<file path="src/rtl/pc_fetch.sv">
// pc_fetch: Hack CPU program counter and instruction-fetch stage (fetch -> issue -> execute -> update).
// Define BREAKPOINT_EN to add a PC breakpoint that parks the stage before fetching bp_addr.
module pc_fetch #(
    parameter int                ADDR_W   = 15,
    parameter int                DATA_W   = 16,
    parameter logic [ADDR_W-1:0] RESET_PC = '0
) (
    input  logic              clk,
    input  logic              rst_n,
    output logic              imem_req,
    output logic [ADDR_W-1:0] imem_addr,
    input  logic              imem_ack,
    input  logic [DATA_W-1:0] imem_rdata,
    output logic              instr_valid,
    input  logic              instr_ready,
    output logic [DATA_W-1:0] instr,
    output logic [ADDR_W-1:0] instr_pc,
    input  logic              upd_valid,
    input  logic              load,
    input  logic              inc,
    input  logic [ADDR_W-1:0] a_reg,
`ifdef BREAKPOINT_EN
    input  logic              bp_en,
    input  logic [ADDR_W-1:0] bp_addr,
    input  logic              bp_resume,
    output logic              bp_hit,
`endif
    output logic [ADDR_W-1:0] pc
);

    typedef enum logic [1:0] {
        FETCH,
        HOLD,
        EXEC
`ifdef BREAKPOINT_EN
        , BREAK
`endif
    } state_t;

    state_t              state, state_d;
    logic [ADDR_W-1:0]   pc_d;
    logic [ADDR_W-1:0]   pc_target;
    logic                req_d;
    logic                valid_d;
    logic [DATA_W-1:0]   instr_d;
    logic [ADDR_W-1:0]   instr_pc_d;
`ifdef BREAKPOINT_EN
    logic                hit_d;
    logic                stop_at_pc;
    logic                stop_at_target;
`endif

    assign imem_addr = pc;

    // Load has priority over inc; neither means refetch the same address.
    assign pc_target = load ? a_reg : (inc ? pc + ADDR_W'(1) : pc);

`ifdef BREAKPOINT_EN
    assign stop_at_pc     = bp_en && (pc == bp_addr);
    assign stop_at_target = bp_en && (pc_target == bp_addr);
`endif

    always_ff @(posedge clk or negedge rst_n) begin
        if (!rst_n) begin
            state       <= FETCH;
            pc          <= RESET_PC;
            imem_req    <= 1'b0;
            instr_valid <= 1'b0;
            instr       <= '0;
            instr_pc    <= '0;
`ifdef BREAKPOINT_EN
            bp_hit      <= 1'b0;
`endif
        end else begin
            state       <= state_d;
            pc          <= pc_d;
            imem_req    <= req_d;
            instr_valid <= valid_d;
            instr       <= instr_d;
            instr_pc    <= instr_pc_d;
`ifdef BREAKPOINT_EN
            bp_hit      <= hit_d;
`endif
        end
    end

    // FETCH with imem_req low only occurs on the first cycle out of reset.
    always_comb begin
        state_d    = state;
        pc_d       = pc;
        req_d      = imem_req;
        valid_d    = instr_valid;
        instr_d    = instr;
        instr_pc_d = instr_pc;
`ifdef BREAKPOINT_EN
        hit_d      = bp_hit;
`endif
        case (state)
            FETCH: begin
                if (!imem_req) begin
`ifdef BREAKPOINT_EN
                    if (stop_at_pc) begin
                        state_d = BREAK;
                        hit_d   = 1'b1;
                    end else
`endif
                    req_d = 1'b1;
                end else if (imem_ack) begin
                    instr_d    = imem_rdata;
                    instr_pc_d = pc;
                    valid_d    = 1'b1;
                    req_d      = 1'b0;
                    state_d    = HOLD;
                end
            end
            HOLD: begin
                if (instr_ready) begin
                    valid_d = 1'b0;
                    state_d = EXEC;
                end
            end
            EXEC: begin
                if (upd_valid) begin
                    pc_d = pc_target;
`ifdef BREAKPOINT_EN
                    if (stop_at_target) begin
                        state_d = BREAK;
                        hit_d   = 1'b1;
                    end else
`endif
                    begin
                        state_d = FETCH;
                        req_d   = 1'b1;
                    end
                end
            end
`ifdef BREAKPOINT_EN
            // Resuming fetches bp_addr without re-checking the breakpoint.
            BREAK: begin
                if (bp_resume) begin
                    hit_d   = 1'b0;
                    req_d   = 1'b1;
                    state_d = FETCH;
                end
            end
`endif
            default: state_d = FETCH;
        endcase
    end

endmodule

</file>
<file path="config.mk">
export PLATFORM = sky130hd
export DESIGN_NAME = pc_fetch
export DESIGN_NICKNAME = d
export VERILOG_FILES = /design/src/rtl/pc_fetch.sv
export SDC_FILE = /design/constraint.sdc
export NUM_CORES = 1
export LEC_CHECK = 0
export BUFFER_PORTS_ARGS = -buffer_cell sky130_fd_sc_hd__buf_4
export CAP_MARGIN = 20
export CORE_ASPECT_RATIO = 1.2
export CORE_UTILIZATION = 48
export CTS_CLUSTER_SIZE = 24
export DETAILED_ROUTE_END_ITERATION = 6
export PLACE_DENSITY = 0.87
export SLEW_MARGIN = 25
export SYNTH_ARGS = -nofsm -noshare
export SYNTH_HDL_FRONTEND = slang
export SYNTH_SLANG_ARGS = --single-unit
</file>
<file path="constraint.sdc">
create_clock -name clk -period 1.8 [get_ports clk]
set_clock_uncertainty 0.05 [all_clocks]
set_input_delay 0.36 -clock clk [delete_from_list [all_inputs] [get_ports clk]]
set_output_delay 0.36 -clock clk [all_outputs]
set_load 0.05 [all_outputs]
</file>
# After elaboration in Yosys (flattened, before gate mapping)
# Index checks and enable logic that the tools add are counted.
[totals]
reg_bits = 50
input_bits = 38
wordCells = 37
[classes]
n_addsub = 1
eq_ne = 6
muxes = 15
reduce_logical = 9
[op_table]
columns = ["op", "count"]
rows = [
  ["15-bit two-way mux", 2],
  ["15-bit by 1-bit adder with 15-bit output, second input constant", 1],
  ["2-bit two-way mux", 4],
  ["2-bit inequality test, second input constant", 4],
  ["4-bit AND reduction", 2],
  ["1-bit two-way mux", 6],
  ["2-bit case mux with 3 select lines", 1],
  ["3-bit AND reduction", 2],
  ["2-bit nonzero test", 3],
  ["1-bit case mux with 2 select lines", 2],
  ["2-bit by 1-bit == test with 1-bit output, second input constant", 1],
  ["2-bit == test, second input constant", 1],
  ["2-bit zero test", 1],
  ["2-bit AND reduction", 1],
]

# Depth between registers and ports, before layout
# Gate-level depths: netlist of the first run.
[logic_depth]
word_depth = 3
mapped_depth = 6
mapped_depth_nobuf = 5

# Least setup slack after synthesis of the first run
# OpenSTA, ideal clock, no wires.
[synth_path]
path_kind = "reg-to-reg"
from = "reg pc[5] (netlist: imem_addr[5])"
to = "reg pc[11] (netlist: imem_addr[11])"
t_arrival_ns = 1.990
required_time_ns = 1.680
setup_slack_ns = -0.309
path_stages_with_launch = 6
period_less_slack_ns = 2.109
cell_sequence = "dfrtp_1 > buf_4 > nand4_2 > or4_4 > or4_1 > nand3_1"
[synth_via]
elab_chain_cells = 3
[synth_lines]
columns = ["item", "line", "source"]
rows = [
  ["start: declaration", "28", "output logic [ADDR_W-1:0] pc"],
  ["start signal: assignment", "76", "pc <= pc_d;"],
  ["15-bit by 1-bit adder with 15-bit output", "56", "assign pc_target = load ? a_reg : (inc ? pc + ADDR_W'(1) : pc);"],
  ["15-bit two-way mux (2 in a row)", "56", ""],
]
# Every way passes these cells. The select of a mux whose other input is x is not followed.
# A chain may end at the register's enable or synchronous reset.

# Final worst setup path of the first run
[layout_path]
from = "reg pc[0] (netlist: imem_addr[0])"
to = "reg pc[10] (netlist: imem_addr[10])"
# Same word-level chain as after synthesis.

==> metrics.yaml, run 1 <==
status: "complete, no violations"
ys_async_sr_fraction: 1.00
routabilityCongestion: 0.812
grt_pass1_wl_microns: 8680
wl_per_cell_microns: 14.8
via_per_inst: 5.33
cts_resized: 0
cts_buffers: 5
path_class: "reg -> reg"
synthDistinctLibCells: 38
grt_start_max_net_pins: 51
syn_avg_cell_area_sq_um: 11.2
holdBufCountCts: 0
maxCapViolations: 0
cp_data_arrival_time_ns: 1.79
htree_levels: 2
cts_tree: "yes"
worst_slew_pin_slew_ns: 0.628
slew_violations: 0
synthesis.instances: 216
start_util: 0.495
fin_ws_ns: 0.162
ys_seq_elements: 50
syn_nets: 255
dp_cells: 360
cp-startpoint: "imem_addr[0]"
ios: 101
track_usage: 0.217
grt_pass1_vias: 1935
max_stage_delay_ns: 0.45
met3WireLength_microns: 433
setup_violations: 0
antenna_left: 0
routed-wl-met2_microns: 2700
hold_violations: 0
min_period_ns: 1.64
required_ns: 1.96
path_cells: "ha_1 > and4_4 > nand3_1 > a21oi_1 > a2bb2oi_1"
start_kind: "flop"
fp.dieArea_sq_mm: 0.00534
grt_setup_unrepaired: "false"
final_layout_size_suffix_gt1_frac: 0.536
dr.pass1.iters: 5
synthFlopType: "dfrtp_1"
fin_nets: 346
die_h_microns: 79.9
seq_area_frac_synth: 0.516
post_cts_buffers: 0
drt-total-wl_microns: 5440
reg2reg_from: "imem_addr[0]"
num_rows: 28
clock_latency_ns: 0.30
synth_edf_count: 0
cp-end-kind: "flop"
crit_fanout: 8
coreArea_sq_mm: 0.00490
synth_warnings: 0
m1WireLength_microns: 2260
crit_slowest_cell: "dfrtp_2"
syn_to_final_growth_pct: 35.5
syn_area_sq_mm: 0.00243
cts_sinks: 50
overflow: 0
max_freq_mhz: 611
hpwl_microns: 3970
min_path_type: "in -> async"
drt_iter0_markers: 48
antenna_found_initial: 0
routed.top_layer: "met4"
cts_root_buffer: "clkbuf_8"
num_vias: 1961
diodes: 0
drcViolationCount: 0
die_w_microns: 66.9
layout.cells.non_filler: 368
relSlewSlack: 0.581
clk_pin_slew_ns: 0.09
numPortBuffers: 100
place_worst_setup_slack_ns: 0.169
clk_path_buf_depth: 2
period_share: 0.910
hold_slack_ns: 0.0278
-- state kept, by name, summed over array words and instances (netlist names) --
signal       count
imem_addr       15
imem_req         1
instr           16
instr_pc        15
instr_valid      1
state            2
-- area by class of cell --
type	count	area, sq um
fill	384	1620
tap	60	75.1
timing repair buffer	112	841
sequential	50	1270
clock buffer	8	90.1
multi-input combinational	133	996
inverter	5	18.8
-- per-stage QoR --
| step | utilization | area, sq um | setup TNS (ns) |
|---|---|---|---|
| after floorplan | - | 2460 | -0.0814 |
| after global placement | 0.652 | 3200 | 0 |
| after detailed placement | 0.652 | 3200 | 0 |
| after CTS | 0.670 | 3290 | 0 |
| after global routing | 0.670 | 3290 | 0 |
| final | 0.670 | 3290 | 0 |
-- synthesized netlist by cell type (all sizes together), types with 2 or more instances --
cell | n | share of area
a211oi | 2 | 0.0062
a21oi | 10 | 0.021
a22oi | 2 | 0.0062
a2bb2oi | 3 | 0.011
and4 | 3 | 0.012
buf | 20 | 0.059
clkbuf | 8 | 0.012
dfrtp | 50 | 0.52
inv | 5 | 0.0077
mux2 | 32 | 0.15
mux2i | 5 | 0.021
nand2 | 11 | 0.017
nand3 | 10 | 0.026
nand3b | 2 | 0.0062
nand4 | 5 | 0.015
nor2 | 10 | 0.015
nor2b | 3 | 0.0077
nor3 | 5 | 0.010
nor4 | 5 | 0.013
o21ai | 11 | 0.023
o22ai | 2 | 0.0052
o2bb2ai | 2 | 0.0072
or4 | 2 | 0.0077
-- metal layers --
layer | vias up | global-route usage
li1 | 945 | -
met1 | 940 | 0.267
met2 | 71 | 0.362
met3 | 5 | 0.0729
met4 | 0 | 0.0489
met5 | - | 0
-- critical path, delay by kind of cell (launching register included) --
kind            cells  cell delay (ns)
simple gates        2             0.41
flops               1             0.45
fa+ha+maj           1             0.24
compound gates      2             0.41
-- cell families (layout without fill, tap and decap cells) --
kind of cell | count (synthesis) | in the layout | share of synthesized area
flip-flops | 50 | 50 | 0.516
AO/OA/AOI/OAI | 36 | 36 | 0.0928
multiplexers | 37 | 37 | 0.169
adder cells (fa/ha/maj) | 1 | 1 | 0.00516
AND/OR/NAND/NOR | 59 | 59 | 0.138
buffers and inverters | 33 | 125 | 0.0789
-- cells in the final DEF, fill, tap and decap left out, types with 2 or more instances in the layout --
cell       count
mux2i_1        5
inv_1          5
a2bb2oi_1      3
o21ai_1        3
nand3b_1       2
dfrtp_1       38
a21oi_1       10
nand3_1        9
nor2_1        10
nor2b_1        3
o22ai_1        2
o21ai_0        8
mux2_2        29
a211oi_1       2
nand2_1       11
nor4_1         5
dfrtp_2       12
clkbuf_8       6
buf_4        112
o2bb2ai_1      2
a22oi_1        2
mux2_1         3
nor3_1         4
clkbuf_1       2
nand4_1        4
-- final timing paths --
check | depth (start not counted) | slack, ns | end
worst max register to register | 5 | 0.16 | imem_addr[10]
worst min register to register | 1 | 0.44 | instr[11]
worst min-delay path | 1 | 0.03 | instr[14]
min in group clk | 2 | 0.22 | instr[11]
worst max-delay path | 5 | 0.16 | imem_addr[10]
max in group asynchronous | 1 | 1.22 | imem_addr[5]
Power of run 1 is not shown: default switching activity piles up to over one toggle a cycle in this logic, so the estimate is an artifact.
==> inputs of run 2 (changes only) <==
--- a/config.mk
+++ b/config.mk
@@ -9,4 +9,5 @@
 export CAP_MARGIN = 20
 export CORE_ASPECT_RATIO = 1.2
+export CORE_MARGIN = 3
 export CORE_UTILIZATION = 48
 export CTS_CLUSTER_SIZE = 24
--- a/constraint.sdc
+++ b/constraint.sdc
@@ -3,3 +3,3 @@
 set_input_delay 0.36 -clock clk [delete_from_list [all_inputs] [get_ports clk]]
 set_output_delay 0.36 -clock clk [all_outputs]
-set_load 0.05 [all_outputs]
+set_load 0.02 [all_outputs]
==> run 2 against run 1 <==
Sequential share of layout area down 0.78 points. Hold slack worse by 0.016 ns. Fmax down 2.1%. Count of clock-buffer cells in the layout down 1. Register-to-register slack worse by 0.04 ns. Critical path depth down 1. Sequential cell count unchanged. Worst setup slack worse by 0.036 ns. First-iteration DRC count up 110%. Highest routed layer unchanged. Via count up 4.7%. Wire length up 9.9%. Die area up 11%.
==> metrics.yaml, run 2 (synthesis results as in run 1) <==
status: "complete, no violations"
final_layout_size_suffix_gt1_frac: 0.525  # -0.0104
drt_iter0_markers: 99  # +110%
reg2reg_from: "imem_addr[2]"
fp.dieArea_sq_mm: 0.00595  # +11%
largest_reg_flops: 16  # unchanged
hold_violations: 0  # unchanged
fin_ws_ns: 0.126  # -0.0358 ns
largest_register: "instr"
hold_slack_ns: 0.0120  # -0.0158 ns
die_w_microns: 70.9  # +6.0%
finalSetupTns_ns: 0  # unchanged
die_h_microns: 83.9  # +5.0%
maxCapViolations: 0  # unchanged
r2r_cells: 4  # -1
p_int_mw: 3.48
switching_share: 0.410
overflow: 0  # unchanged
period_share: 0.930  # +0.0199
cts_resized: 0  # unchanged
clk_pin_slew_ns: 0.10  # about the same
comb_power_share: 0.543
cts_tree: "yes"
crit_fanout: 8  # unchanged
dr.pass1.iters: 4  # -1
post_cts_buffers: 0  # unchanged
clock_latency_ns: 0.31  # about the same
grt_setup_unrepaired: "false"
cts_buffers: 5  # unchanged
total_power_mw: 5.90
track_usage: 0.207  # -0.00927
clk_path_buf_depth: 2  # unchanged
grt_start_max_net_pins: 51  # unchanged
ios: 101  # unchanged
antenna_left: 0  # unchanged
cp-end-kind: "flop"
num_rows: 27  # -3.6%
syn_to_final_growth_pct: 37.2
diodes: 0  # unchanged
start_kind: "flop"
clockPowerShare: 0.118
cts_root_buffer: "clkbuf_8"
required_ns: 2.00  # +0.04 ns
numPortBuffers: 100  # unchanged
place_worst_setup_slack_ns: 0.146  # -0.0234 ns
power.switching_mw: 2.42
start_util: 0.513  # +0.0183
layout_commonest_cell: "buf_4"
cts_sinks: 50  # unchanged
final_cell_mix: "buf_4 (120), dfrtp_1 (46), mux2_2 (29)"
htree_levels: 2  # unchanged
max_freq_mhz: 597  # -2.1%
cp_data_arrival_time_ns: 1.87  # +0.08 ns
drcViolationCount: 0  # unchanged
min_path_type: "in -> async"
drt-total-wl_microns: 5990  # +9.9%
r2r_end: "imem_addr[11]"
irDropWorstVdd_v: 0.00101
setup_violations: 0  # unchanged
relSlewSlack: 0.586  # +0.00451
power.share.sequential: 0.340
grt_pass1_vias: 2164  # +12%
num_vias: 2053  # +4.7%
min_period_ns: 1.67  # +0.0358 ns
slew_violations: 0  # unchanged
antenna_found_initial: 0  # unchanged
holdBufCountCts: 0  # unchanged
fin_nets: 354  # +2.3%
hpwl_microns: 4470  # +13%
p_leak_nw: 1.55
pwr_density_cell_mw_per_mm2: 1770
wl_per_cell_microns: 16.0  # +8.2%
path_class: "reg -> reg"
grt_pass1_wl_microns: 9960  # +15%
r2r_slack_ns: 0.13  # -0.04 ns
worst_slew_pin_slew_ns: 0.622  # -0.00677 ns
final_util: 0.704  # +0.0336
routabilityCongestion: 0.857  # +5.5%
coreArea_sq_mm: 0.00473  # -3.6%
via_per_inst: 5.49  # +3.0%
run 2: per-stage QoR:
step	std cells	area, sq um
6_report	374	3330
5_1_grt	374	3330
4_1_cts	374	3330
3_5_place_dp	366	3240
3_3_place_gp	366	3240
2_1_floorplan	216	2430
run 2: worst max path at each step:
stage,from,to
2_1_floorplan,imem_addr[1],imem_addr[11]
3_3_place_gp,imem_addr[0],imem_addr[11]
3_5_place_dp,imem_addr[2],imem_addr[11]
4_1_cts,imem_addr[2],imem_addr[11]
5_1_grt,imem_addr[0],imem_addr[8]
6_report,imem_addr[2],imem_addr[11]
run 2: cell type report:
class / instances / area (sq um)
Fill cell: 359 / 1400
Sequential cell: 50 / 1260
Multi-Input combinational cell: 133 / 988
Timing Repair Buffer: 120 / 901
Clock buffer: 7 / 86.3
Tap cell: 58 / 72.6
Inverter: 5 / 18.8
Clock inverter: 1 / 5.00
run 2: worst max-delay path, stage by stage (launching register included):
cell,delay [ns]
dfrtp_2,0.46
nand3_4,0.09
or4_4,0.52
or4_1,0.40
nand3_1,0.09
run 2: power by group through the flow:
| stage | Combinational, mW | Clock, mW | Sequential, mW |
|---|---|---|---|
| 2_1_floorplan | 1.27 | 0 | 2.65 |
| 3_3_place_gp | 3.15 | 0 | 1.98 |
| 3_5_place_dp | 3.24 | 0 | 2.02 |
| 4_1_cts | 3.24 | 0.698 | 2.00 |
| 5_1_grt | 3.41 | 0.748 | 2.09 |
| 6_report | 3.20 | 0.694 | 2.00 |
run 2: layer usage:
| metal | share of wire | global-route usage | wire [microns] |
|---|---|---|---|
| met5 | 0 | 0 | 0 |
| met4 | 0.018 | 0.0821 | 108 |
| met3 | 0.085 | 0.0687 | 508 |
| met2 | 0.50 | 0.343 | 3000 |
| met1 | 0.40 | 0.246 | 2370 |
(Power assumes the default switching activity.)
==> inputs of run 3 (changes only) <==
Settings changed: ABC_AREA from default to 1, HOLD_SLACK_MARGIN from default to 0.02, PLACE_DENSITY 0.87 to 0.86.
==> run 3 against run 2 <==
Count of clock-buffer cells in the layout decreased by 2. Synthesized cell count rose by 34%. Worst setup slack better by 0.11 ns. Combinational power is 10% higher. Cell count increased by 17%. Highest routed layer unchanged.
==> metrics.yaml, run 3 <==
post_cts_buffers: 0  # unchanged
num_vias: 2257  # +9.9%
coreArea_sq_mm: 0.00501  # +5.9%
track_usage: 0.203  # -0.00419
drcViolationCount: 0  # unchanged
ios: 101  # unchanged
hold_violations: 0  # unchanged
final_util: 0.666  # -0.0379
syn_nets: 329  # +29%
hold_slack_ns: 0.0294  # +0.0174 ns
pwr_density_cell_mw_per_mm2: 1940  # +9.2%
largest_register: "instr"
start_kind: "flop"
holdBufCountCts: 0  # unchanged
syn_avg_cell_area_sq_um: 8.70  # -23%
syn_area_sq_mm: 0.00252  # +4.0%
antenna_left: 0  # unchanged
path_cells: "ha_1 > nand3_1 > inv_1 > nand2_1 > o21ai_0 > nand2_1 > o21ai_0 > inv_1"
num_rows: 28  # +3.7%
r2r_end: "imem_addr[8]"
r2r_slack_ns: 0.24  # +0.11 ns
antenna_found_initial: 0  # unchanged
path_class: "reg -> reg"
grt_setup_unrepaired: "false"
die_h_microns: 85.4  # +1.8%
start_util: 0.504  # -0.00922
dr.pass1.iters: 4  # unchanged
synthDistinctLibCells: 26  # -32%
reg2reg_from: "imem_addr[1]"
synthTopCellsByCount: "nand2_1 (74), dfrtp_1 (50), nor2_1 (29)"
relSlewSlack: 0.578  # -0.00732
p_leak_nw: 1.77  # +14%
cp_data_arrival_time_ns: 1.71  # -0.16 ns
ys_seq_elements: 50  # unchanged
clk_path_buf_depth: 2  # unchanged
grt_pass1_wl_microns: 9940  # -0.21%
cts_tree: "yes"
numPortBuffers: 100  # unchanged
crit_fanout: 7  # -1
synth_warnings: 0  # unchanged
worst_slew_pin_slew_ns: 0.633  # +0.0110 ns
hpwl_microns: 4810  # +7.7%
grt_start_max_net_pins: 51  # unchanged
crit_slowest_cell: "dfrtp_1"
grt_pass1_vias: 2115  # -2.3%
synth_area_leaders: "dfrtp_1 (50%), nand2_1 (11%), mux2_4 (5.9%), o21ai_0 (5.6%), buf_4 (4.8%)"
synth_top_area_cell: "dfrtp_1"
die_w_microns: 72.2  # +1.8%
cts_sinks: 50  # unchanged
placed_cell_area_sq_mm: 0.00323  # -0.31%
overflow: 0  # unchanged
finalInstanceArea_sq_mm: 0.00334  # +0.23%
setup_violations: 0  # unchanged
min_period_ns: 1.56  # -0.111 ns
drt_iter0_markers: 139  # +40%
synthFlopType: "dfrtp_1"
maxCapViolations: 0  # unchanged
synth.most_common_cell: "nand2_1"
max_freq_mhz: 640  # +7.1%
htree_levels: 2  # unchanged
irDropWorstVdd_v: 0.000849  # -16%
wl_per_cell_microns: 14.3  # -10%
syn_to_final_growth_pct: 32.2
period_share: 0.868  # -0.0619
required_ns: 1.94  # -0.06 ns
cp-end-kind: "flop"
clk_pin_slew_ns: 0.09  # about the same
max_stage_delay_ns: 0.46  # -0.06 ns
cts_resized: 0  # unchanged
slew_violations: 0  # unchanged
clock_latency_ns: 0.30  # about the same
drt-total-wl_microns: 6300  # +5.2%
finalSetupTns_ns: 0  # unchanged
cts_buffers: 5  # unchanged
synth_top_area_share: 0.496  # -0.0199
status: "complete, no violations"
synth_edf_count: 0  # unchanged
cp-startpoint: "imem_addr[1]"
layout_commonest_cell: "buf_4"
synthesis.instances: 290  # +34%
ys_async_sr_fraction: 1.00  # unchanged
r2r_cells: 8  # +4
largest_reg_flops: 16  # unchanged
fin_nets: 417  # +18%
final_cell_mix: "buf_4 (106), nand2_1 (74), dfrtp_1 (50)"
final_layout_size_suffix_gt1_frac: 0.361  # -0.164
via_per_inst: 5.14  # -6.3%
diodes: 0  # unchanged
cts_root_buffer: "clkbuf_8"
fp.dieArea_sq_mm: 0.00617  # +3.7%
routabilityCongestion: 0.909  # +6.1%
seq_area_frac_synth: 0.496  # -0.0199
min_path_type: "in -> async"
run 3: cell count changes after synthesis, sizes merged, moves of 7 or more:
cell,previous run,this run
clkbuf,8,1
inv,5,26
mux2,32,17
nand2,11,75
nor2,10,30
o21ai,11,30
run 3: cells by family after synthesis:
group	Yosys count	share of synthesized area
AO/OA/AOI/OAI	44	0.0907
adder cells (fa/ha/maj)	1	0.00496
buffers and inverters	52	0.113
flip-flops	50	0.496
multiplexers	17	0.0907
AND/OR/NAND/NOR	126	0.205
run 3: cell type report:
type | instances | area, sq um
clock buffer | 5 | 68.8
inverter | 26 | 97.6
fill | 406 | 1670
sequential | 50 | 1250
clock inverter | 3 | 40.0
tap | 60 | 75.1
multi-input combinational | 188 | 987
timing repair buffer | 107 | 816
run 3: report_power, final:
| group | switching, mW | total (mW) | internal [mW] |
|---|---|---|---|
| Sequential | 0.493 | 2.16 | 1.67 |
| Combinational | 1.98 | 3.52 | 1.54 |
| Clock | 0.362 | 0.771 | 0.409 |
run 3: how the worst max path moves through the flow:
| stage | end | slack [ns] | cells after the start |
|---|---|---|---|
| 6_report | imem_addr[8] | 0.24 | 8 |
| 4_1_cts | imem_addr[8] | 0.24 | 8 |
| 3_5_place_dp | imem_addr[8] | 0.26 | 8 |
| 2_1_floorplan | imem_addr[8] | 0.29 | 8 |
| 5_1_grt | imem_addr[8] | 0.07 | 8 |
| 3_3_place_gp | imem_addr[14] | 0.34 | 8 |
run 3: stage by stage:
step	cells	setup WS [ns]	power [mW]
2_1_floorplan	290	0.291	4.39
3_3_place_gp	431	0.343	5.61
3_5_place_dp	431	0.258	5.72
4_1_cts	439	0.242	6.51
5_1_grt	439	0.0669	6.87
6_report	439	0.238	6.46
run 3: worst max-delay path, delay by kind of cell, from the launching register on:
| kind | cells | cell delay, ns |
|---|---|---|
| flip-flops | 1 | 0.46 |
| adder cells (fa/ha/maj) | 1 | 0.25 |
| AND/OR/NAND/NOR | 3 | 0.26 |
| AO/OA/AOI/OAI | 2 | 0.23 |
| buffers and inverters | 2 | 0.20 |
run 3: routing by layer:
layer  up-vias  GRT usage  part of all wire
met5         -          0                 0
met4         0     0.0615             0.013
met3         8     0.0438             0.085
met2       102      0.345              0.51
met1      1052      0.257              0.39
li1       1095          -                 -
